$ cat config.mk
export PLATFORM = sky130hd
export DESIGN_NAME = ins_mem_arbiter
export DESIGN_NICKNAME = d
export VERILOG_FILES = /design/src/rtl/ins_mem_arbiter.sv
export SDC_FILE = /design/constraint.sdc
export NUM_CORES = 1
export LEC_CHECK = 0
export ABC_AREA = 1
export BUFFER_PORTS_ARGS = -buffer_cell sky130_fd_sc_hd__buf_2
export CAP_MARGIN = 20
export CORE_UTILIZATION = 43
export DETAILED_ROUTE_END_ITERATION = 10
export GPL_ROUTABILITY_DRIVEN = 1
export HOLD_SLACK_MARGIN = 0.15
export PLACE_DENSITY_LB_ADDON = 0.1
export SLEW_MARGIN = 20
export SYNTH_ARGS = -nofsm -noshare
export SYNTH_HDL_FRONTEND = slang
export SYNTH_SLANG_ARGS = --single-unit
export TNS_END_PERCENT = 20
$ cat constraint.sdc
create_clock -name clock_in -period 3.3 [get_ports clock_in]
set_clock_uncertainty 0.05 [all_clocks]
set_input_delay 0.825 -clock clock_in [delete_from_list [all_inputs] [get_ports clock_in]]
set_output_delay 0.825 -clock clock_in [all_outputs]
set_load 0.1 [all_outputs]
$ cat src/rtl/ins_mem_arbiter.sv
// Round-robin arbiter sharing one instruction-memory port between fetch (m0)
// and loader/debug (m1); one access in flight, watchdog turns silence into an error.
module ins_mem_arbiter #(
    parameter int XLEN    = 32,
    parameter int TIMEOUT = 16
) (
    input  logic            clock_in,
    input  logic            reset_in,
    input  logic            m0_valid_in,
    input  logic [XLEN-1:0] m0_addr_in,
    output logic            m0_ready_out,
    output logic [XLEN-1:0] m0_data_out,
    output logic            m0_err_out,
    input  logic            m1_valid_in,
    input  logic [XLEN-1:0] m1_addr_in,
    output logic            m1_ready_out,
    output logic [XLEN-1:0] m1_data_out,
    output logic            m1_err_out,
    output logic            mem_valid_out,
    output logic [XLEN-1:0] mem_addr_out,
    input  logic            mem_ready_in,
    input  logic [XLEN-1:0] mem_data_in
);
    localparam int CW = $clog2(TIMEOUT);
    localparam logic [CW-1:0] CNT_LAST = CW'(TIMEOUT - 1);

    typedef enum logic [1:0] {IDLE, BUSY, RESP} state_t;

    state_t          state_q, state_d;
    logic            owner_q, owner_d;
    logic            last_grant_q, last_grant_d;
    logic [XLEN-1:0] addr_q, addr_d;
    logic [XLEN-1:0] resp_q, resp_d;
    logic            err_q, err_d;
    logic [CW-1:0]   cnt_q, cnt_d;
    logic            grant;

    always_ff @(posedge clock_in or posedge reset_in) begin
        if (reset_in) begin
            state_q      <= IDLE;
            owner_q      <= 1'b0;
            last_grant_q <= 1'b1;
            addr_q       <= '0;
            resp_q       <= '0;
            err_q        <= 1'b0;
            cnt_q        <= '0;
        end else begin
            state_q      <= state_d;
            owner_q      <= owner_d;
            last_grant_q <= last_grant_d;
            addr_q       <= addr_d;
            resp_q       <= resp_d;
            err_q        <= err_d;
            cnt_q        <= cnt_d;
        end
    end

    always_comb begin
        state_d      = state_q;
        owner_d      = owner_q;
        last_grant_d = last_grant_q;
        addr_d       = addr_q;
        resp_d       = resp_q;
        err_d        = err_q;
        cnt_d        = cnt_q;
        // On a tie the master not served last wins; a lone requester always wins.
        grant        = (m0_valid_in && m1_valid_in) ? ~last_grant_q : m1_valid_in;

        case (state_q)
            IDLE: begin
                if (m0_valid_in || m1_valid_in) begin
                    owner_d = grant;
                    addr_d  = grant ? m1_addr_in : m0_addr_in;
                    cnt_d   = '0;
                    state_d = BUSY;
                end
            end
            BUSY: begin
                if (mem_ready_in) begin
                    resp_d  = mem_data_in;
                    err_d   = 1'b0;
                    state_d = RESP;
                end else if (cnt_q == CNT_LAST) begin
                    resp_d  = '0;
                    err_d   = 1'b1;
                    state_d = RESP;
                end else begin
                    cnt_d = cnt_q + CW'(1);
                end
            end
            RESP: begin
                last_grant_d = owner_q;
                state_d      = IDLE;
            end
            default: state_d = IDLE;
        endcase
    end

    // Every output comes from registers so no input reaches an output combinationally.
    assign mem_valid_out = (state_q == BUSY);
    assign mem_addr_out  = addr_q;
    assign m0_ready_out  = (state_q == RESP) && !owner_q;
    assign m1_ready_out  = (state_q == RESP) && owner_q;
    assign m0_err_out    = m0_ready_out && err_q;
    assign m1_err_out    = m1_ready_out && err_q;
    assign m0_data_out   = resp_q;
    assign m1_data_out   = resp_q;

endmodule

== Word-level counts from Yosys, hierarchy flattened ==
Cells that the tools add are included.
Storage, ports and cells
  flip-flop bits (word level): 73
  input port bits: 101
  word-level logic and storage cells: 44
Cells by class
  add/subtract/negate cells: 1
  eq/ne operators: 7
  multiplexer cells: 14
  bitwise operators: 1
  reduce and logical (&&, ||, !) cells: 14
Operator list (number)
  32-bit two-way mux: 3
  4-bit two-way mux: 3
  4-bit case mux with 2 select lines: 1
  2-bit two-way mux: 3
  2-bit != test (second input constant): 3
  2-bit AND reduction: 3
  1-bit logical AND: 5
  4-bit by 1-bit adder with 4-bit output (second input constant): 1
  4-bit == test (second input constant): 1
  2-bit case mux with 2 select lines: 1
  4-bit AND reduction: 1
  2-bit nonzero test: 2
  1-bit two-way mux: 3
  3-bit by 1-bit != test with 1-bit output (second input constant): 1
  2-bit by 1-bit == test with 1-bit output (second input constant): 1
  2-bit == test (second input constant): 1
  2-bit logical NOT: 1
  1-bit logical NOT: 1
  1-bit logical OR: 1
  1-bit inverter: 1

== Depth between registers and ports, before layout ==
Gate-level depths: netlist (run 1).
  depth after elaboration: 4
  mapped depth: 7

== Worst setup path after synthesis (run 1) ==
Ideal clock, no wire load.
  path kind: reg-to-output
  from: reg state_q[0]
  to: out m0_err_out
  arrival time: 2607 ps
  data required time: 2425 ps
  slack: -182 ps
  stages on the path, launching flop included: 4
  buffers on the path: 0
  cell sequence: dfrtp_1 > inv_2 > nand2_1 > nor3_1
Between the ends
  cells in the longest elaborated chain, start to end: 3
Ends and longest elaborated chain
  start, declared: RTL line 29  | state_t state_q, state_d;
  start signal, assigned: RTL line 48  | state_q <= state_d;
  2-bit == test: RTL line 102  | assign m0_ready_out = (state_q == RESP) && !owner_q;
  1-bit logical AND: RTL line 102
  1-bit logical AND: RTL line 104  | assign m0_err_out = m0_ready_out && err_q;
  end, declared: RTL line 13  | output logic m0_err_out,
Every way passes these cells.

== Final worst setup path (run 1) ==
Same ends and word-level chain as after synthesis.

==> flow_summary.json, run 1 <==
{
  "synth.largest_area_cell": "dfrtp_1",
  "grtUsageTotal_pct": 20.0,
  "layout_setup_ws_ns": 0.861,
  "nets": 699,
  "crit_buf_inv": 2,
  "seq_area_frac_synth_pct": 51.4,
  "ys_warn_count": 0,
  "post-place-cells": 688,
  "startpoint_type": "flip-flop",
  "period_minus_slack_ns": 2.44,
  "syn2layout_area_growth_pct": 27.5,
  "cp_top_family": "buffers and inverters",
  "io_buffer_count": 201,
  "synth_nets": 535,
  "clkLatencyLatePin_ns": 0.33,
  "vias": 3169,
  "worstPathCellList": "inv_2 -> nand2_1 -> nor3_1 -> buf_2",
  "start_util_pct": 45.3,
  "hp-class": "flip-flop to flip-flop",
  "antenna_found_initial": 0,
  "via_per_inst": 4.50,
  "yosysTopAreaCellShare_pct": 50.6,
  "synth-seq-cells": 73,
  "overflow": 0,
  "clk_path_buf_depth": 2,
  "grt_pass1_wl_um": 13500,
  "avgRoutedWirePerCell_um": 11.8,
  "ant_nets": 0,
  "slowest_stage": "buf_2",
  "drive_gt1_share_pct": 38.7,
  "slowest_delay_ns": 0.46,
  "die_area_sq_mm": 0.00864,
  "post_cts_resized": 0,
  "postLayoutCoreUtil_pct": 57.8,
  "post_cts_buffers": 0,
  "cts_hold_buffers": 0,
  "hold_viol": 0,
  "path_clk_slew_ns": 0.06,
  "worstPathArrival_ns": 1.56,
  "grt_max_degree": 66,
  "min_period_over_period_pct": 73.9,
  "hp-start": "mem_addr_out[23]",
  "hpwlAfterDp_um": 6180,
  "grt_pass1_vias": 3010,
  "max_clock_freq_ghz": 0.410,
  "netlist_top_cells_area": "dfrtp_1, nand2_1, buf_4",
  "rsz0062_at_grt": "no",
  "rows": 32,
  "synthesis.area_sq_mm": 0.00356,
  "crit_type": "flip-flop to output pin",
  "maxCapViolations": 0,
  "yosysUniqueCellTypes": 22,
  "setup_viol": 0,
  "maxSlewViolCount": 0,
  "drt-total-wl_um": 8310,
  "gp_congestion": 0.766,
  "drc": 0,
  "cts_tree": "yes",
  "fp.coreArea_sq_mm": 0.00785,
  "drt_first_pass_iters": 4,
  "dpl_worst_slack_ns": 0.958,
  "cts-buffers-inserted": 9,
  "reg2reg_from": "state_q[1]",
  "stdcell_count": 704,
  "cp.required_ns": 2.42,
  "syn-instance-count": 433,
  "drt_iter0_drc": 105,
  "tightest_slew_ns": 0.722,
  "htree_levels": 3,
  "die_h_um": 93.0,
  "cts-root-buf": "clkbuf_8",
  "ios": 202,
  "end_kind": "output pin",
  "status": "completed",
  "syn_avg_cell_area_sq_um": 8.22,
  "cts.sinks": 73,
  "diodes": 0,
  "crit_fanout": 6,
  "worstSetupStartpoint": "state_q[0]",
  "die_w_um": 93.0,
  "max_slew_margin_pct": 51.8
}
## tightest hold or removal path: cells and delay by family, from the launching register on
family	cells	cell delay (ns)
DFF	1	0.34
and+or+nand+nor	2	0.11
## cell usage in the layout (no fill, tap or decap), types with 2 or more instances in the layout
cell,netlist,routed
nor2_4,3,3
clkinv_2,0,2
nor3_1,2,2
buf_4,40,4
clkbuf_8,0,10
nand3_1,7,7
o211ai_1,32,32
o21ai_0,5,5
inv_2,2,3
buf_2,7,201
clkbuf_1,1,3
inv_1,40,39
dfrtp_1,72,72
nand2_2,5,5
nor2_1,6,6
nand2_1,202,201
## per-layer routing
metal	global-route usage, %	share of wire [%]
met1	24.2	42
met2	33.5	50
met3	4.07	5.8
met4	10.8	2.9
met5	0	0
## logic make-up after synthesis
family,count (synthesis),share of synthesized area (%)
and+or+nand+nor,226,25.2
buffers and inverters,94,15.1
DFF,73,51.4
AOI/OAI and AO/OA,38,7.70
xor gates and xnor gates,1,0.246
adders and majority gates,1,0.352
## through the flow
step                cell area (sq um)  TNS [ns]  hold slack (ns)
CTS                              4530         0            0.430
detailed placement               4340         0            0.411
finish                           4540         0            0.427
global route                     4540         0            0.454
global placement                 4340         0            0.409
floorplan                        3560    -0.364            0.403
## area by class of cell
cell class              instances  area, sq um
repair buffers                205         1040
clock buffers                  13          149
flip-flops and latches         73         1830
fillers                       748         3310
inverters                      42          158
multi-input cells             266         1200
well taps                     102          128
clock inverters                 3         40.0
## sequential cells by signal (all words and copies together) (netlist names)
signal        count
last_grant_q      1
owner_q           1
state_q           2
cnt_q             4
m0_data_out      32
err_q             1
mem_addr_out     32
## worst paths after layout
check                                    to  slack, ns  cells after the start
max                              m0_err_out       0.86                      4
min                        mem_addr_out[23]       0.43                      2
max reg2reg                mem_addr_out[24]       1.64                      5
min reg2reg                mem_addr_out[23]       0.43                      2
max in group asynchronous   m0_data_out[28]       2.04                      3
min in group asynchronous   m0_data_out[18]       0.46                      2
## cells in the mapped netlist, drive strengths merged
library cell	n
clkbuf	1
inv	42
o211ai	32
nand2	207
dfstp	1
buf	51
nand3	7
nor2	10
dfrtp	72
xnor2	1
o21ai	6
nor3	2
ha	1
Power of run 1 is left out: the tool's default activity adds up to more than one toggle a clock period on the data nets, which glitch-free logic cannot reach.
==> inputs of run 2 (changes only) <==
- CORE_UTILIZATION: 43 -> 40
- clock period: 3.3 -> 2 ns (I/O delays scaled with it)
==> run 2 against run 1 <==
  * Non-clock buffer count increased by 5
  * Register-to-register slack got worse by 1.3 ns
  * Critical path depth unchanged
  * Critical endpoint unchanged
==> flow_summary.json, run 2 (synthesized netlist as in run 1, its figures left out) <==
{
  "register_area_sq_mm": 0.00183,
  "fp.coreArea_sq_mm": 0.00868,
  "vias": 3192,
  "period_minus_slack_ns": 1.92,
  "hp-class": "input port to flip-flop",
  "ios": 202,
  "status": "completed",
  "min_period_over_period_pct": 95.8,
  "gp_congestion": 0.754,
  "hold_viol": 0,
  "layout_setup_ws_ns": 0.0836,
  "tightest_slew_ns": 0.724,
  "path_clk_slew_ns": 0.08,
  "end_kind": "output pin",
  "rrSetupSlack_ns": 0.31,
  "clk_path_buf_depth": 2,
  "die_h_um": 96.3,
  "drt-total-wl_um": 8160,
  "start_util_pct": 41.0,
  "clkLatencyLatePin_ns": 0.33,
  "maxCapViolations": 0,
  "ant_nets": 0,
  "drive_gt1_share_pct": 40.4,
  "worstPathArrival_ns": 1.37,
  "grt_pass1_vias": 2826,
  "crit_type": "flip-flop to output pin",
  "grtUsageTotal_pct": 17.7,
  "syn2layout_area_growth_pct": 35.7,
  "post_cts_buffers": 0,
  "cts_tree": "yes",
  "dpl_worst_slack_ns": 0.287,
  "grt_pass1_wl_um": 12600,
  "maxSlewViolCount": 0,
  "worstPathCellList": "inv_2 -> nand2_2 -> nor3_4 -> buf_12",
  "final_cell_mix": "nand2_1, buf_2, dfrtp_1, inv_1, o211ai_1",
  "rsz0062_at_grt": "yes",
  "cts-buffers-inserted": 9,
  "die_area_sq_mm": 0.00928,
  "nets": 704,
  "via_per_inst": 4.46,
  "diodes": 0,
  "startpoint_type": "flip-flop",
  "grt_max_degree": 66,
  "drc": 0,
  "max_clock_freq_ghz": 0.522,
  "rows": 34,
  "io_buffer_count": 201,
  "hpwlAfterDp_um": 6080,
  "die_w_um": 96.3,
  "cp.required_ns": 1.45,
  "overflow": 0,
  "avgRoutedWirePerCell_um": 11.4,
  "slowest_stage": "dfrtp_1",
  "cts-root-buf": "clkbuf_8",
  "htree_levels": 3,
  "multi_input_area_sq_mm": 0.00122,
  "mostFrequentLayoutCell": "nand2_1",
  "drt_first_pass_iters": 4,
  "drt_iter0_drc": 49,
  "fill_cells": 847,
  "antenna_found_initial": 0,
  "crit_fanout": 6,
  "cts.sinks": 73,
  "max_slew_margin_pct": 51.6,
  "setup_viol": 0,
  "slowest_delay_ns": 0.40
}
==> run 2: metrics by stage <==
step	std cells	utilization [%]	area [sq um]	TNS (ns)	hold slack, ns
2_1_floorplan	433	-	3570	-1.45	0.403
3_3_place_gp	698	52.1	4520	0	0.410
3_5_place_dp	698	52.1	4520	0	0.411
4_1_cts	715	55.4	4800	-0.00308	0.291
5_1_grt	715	55.6	4830	-0.0120	0.303
6_report	715	55.6	4830	0	0.306
==> run 2: metal layers <==
layer,part of all wire [%],vias up,global-route usage (%)
met3,7.8,4,4.27
li1,-,1638,-
met4,0.61,0,6.99
met1,45,1417,22.5
met2,47,133,28.8
met5,0,-,0
==> run 2: what timing repair did <==
| action | in CTS | in global routing |
|---|---|---|
| setup endpoints to repair | 1 | 5 |
| hold buffers | 1 | 0 |
| hold endpoints to repair | 8 | 0 |
| gates resized for setup | 0 | 6 |
==> run 2: path summary, 6_finish.rpt <==
| kind | to | startpoint | cells after the start |
|---|---|---|---|
| max | m0_err_out | state_q[0] | 4 |
| min | m0_data_out[4] | mem_data_in[4] | 3 |
| max reg2reg | mem_addr_out[23] | state_q[1] | 5 |
| min reg2reg | mem_addr_out[26] | mem_addr_out[26] | 2 |
| max in group asynchronous | m0_data_out[20] | reset_in | 4 |
| min in group asynchronous | mem_addr_out[11] | reset_in | 3 |
==> run 2: critical path: cells and delay by family, from the launching register on <==
kind / cells / cell delay [ns]
flops: 1 / 0.40
simple gates: 2 / 0.32
buf+inv: 2 / 0.29
==> run 2: layout make-up <==
class / count / area share, %
well taps: 108 / 2.80
inverters: 42 / 3.34
repair buffers: 210 / 24.9
flip-flops and latches: 73 / 37.9
multi-input cells: 266 / 25.4
clock buffers: 11 / 3.14
clock inverters: 5 / 2.59
Power of run 2 is left out for the same reason.
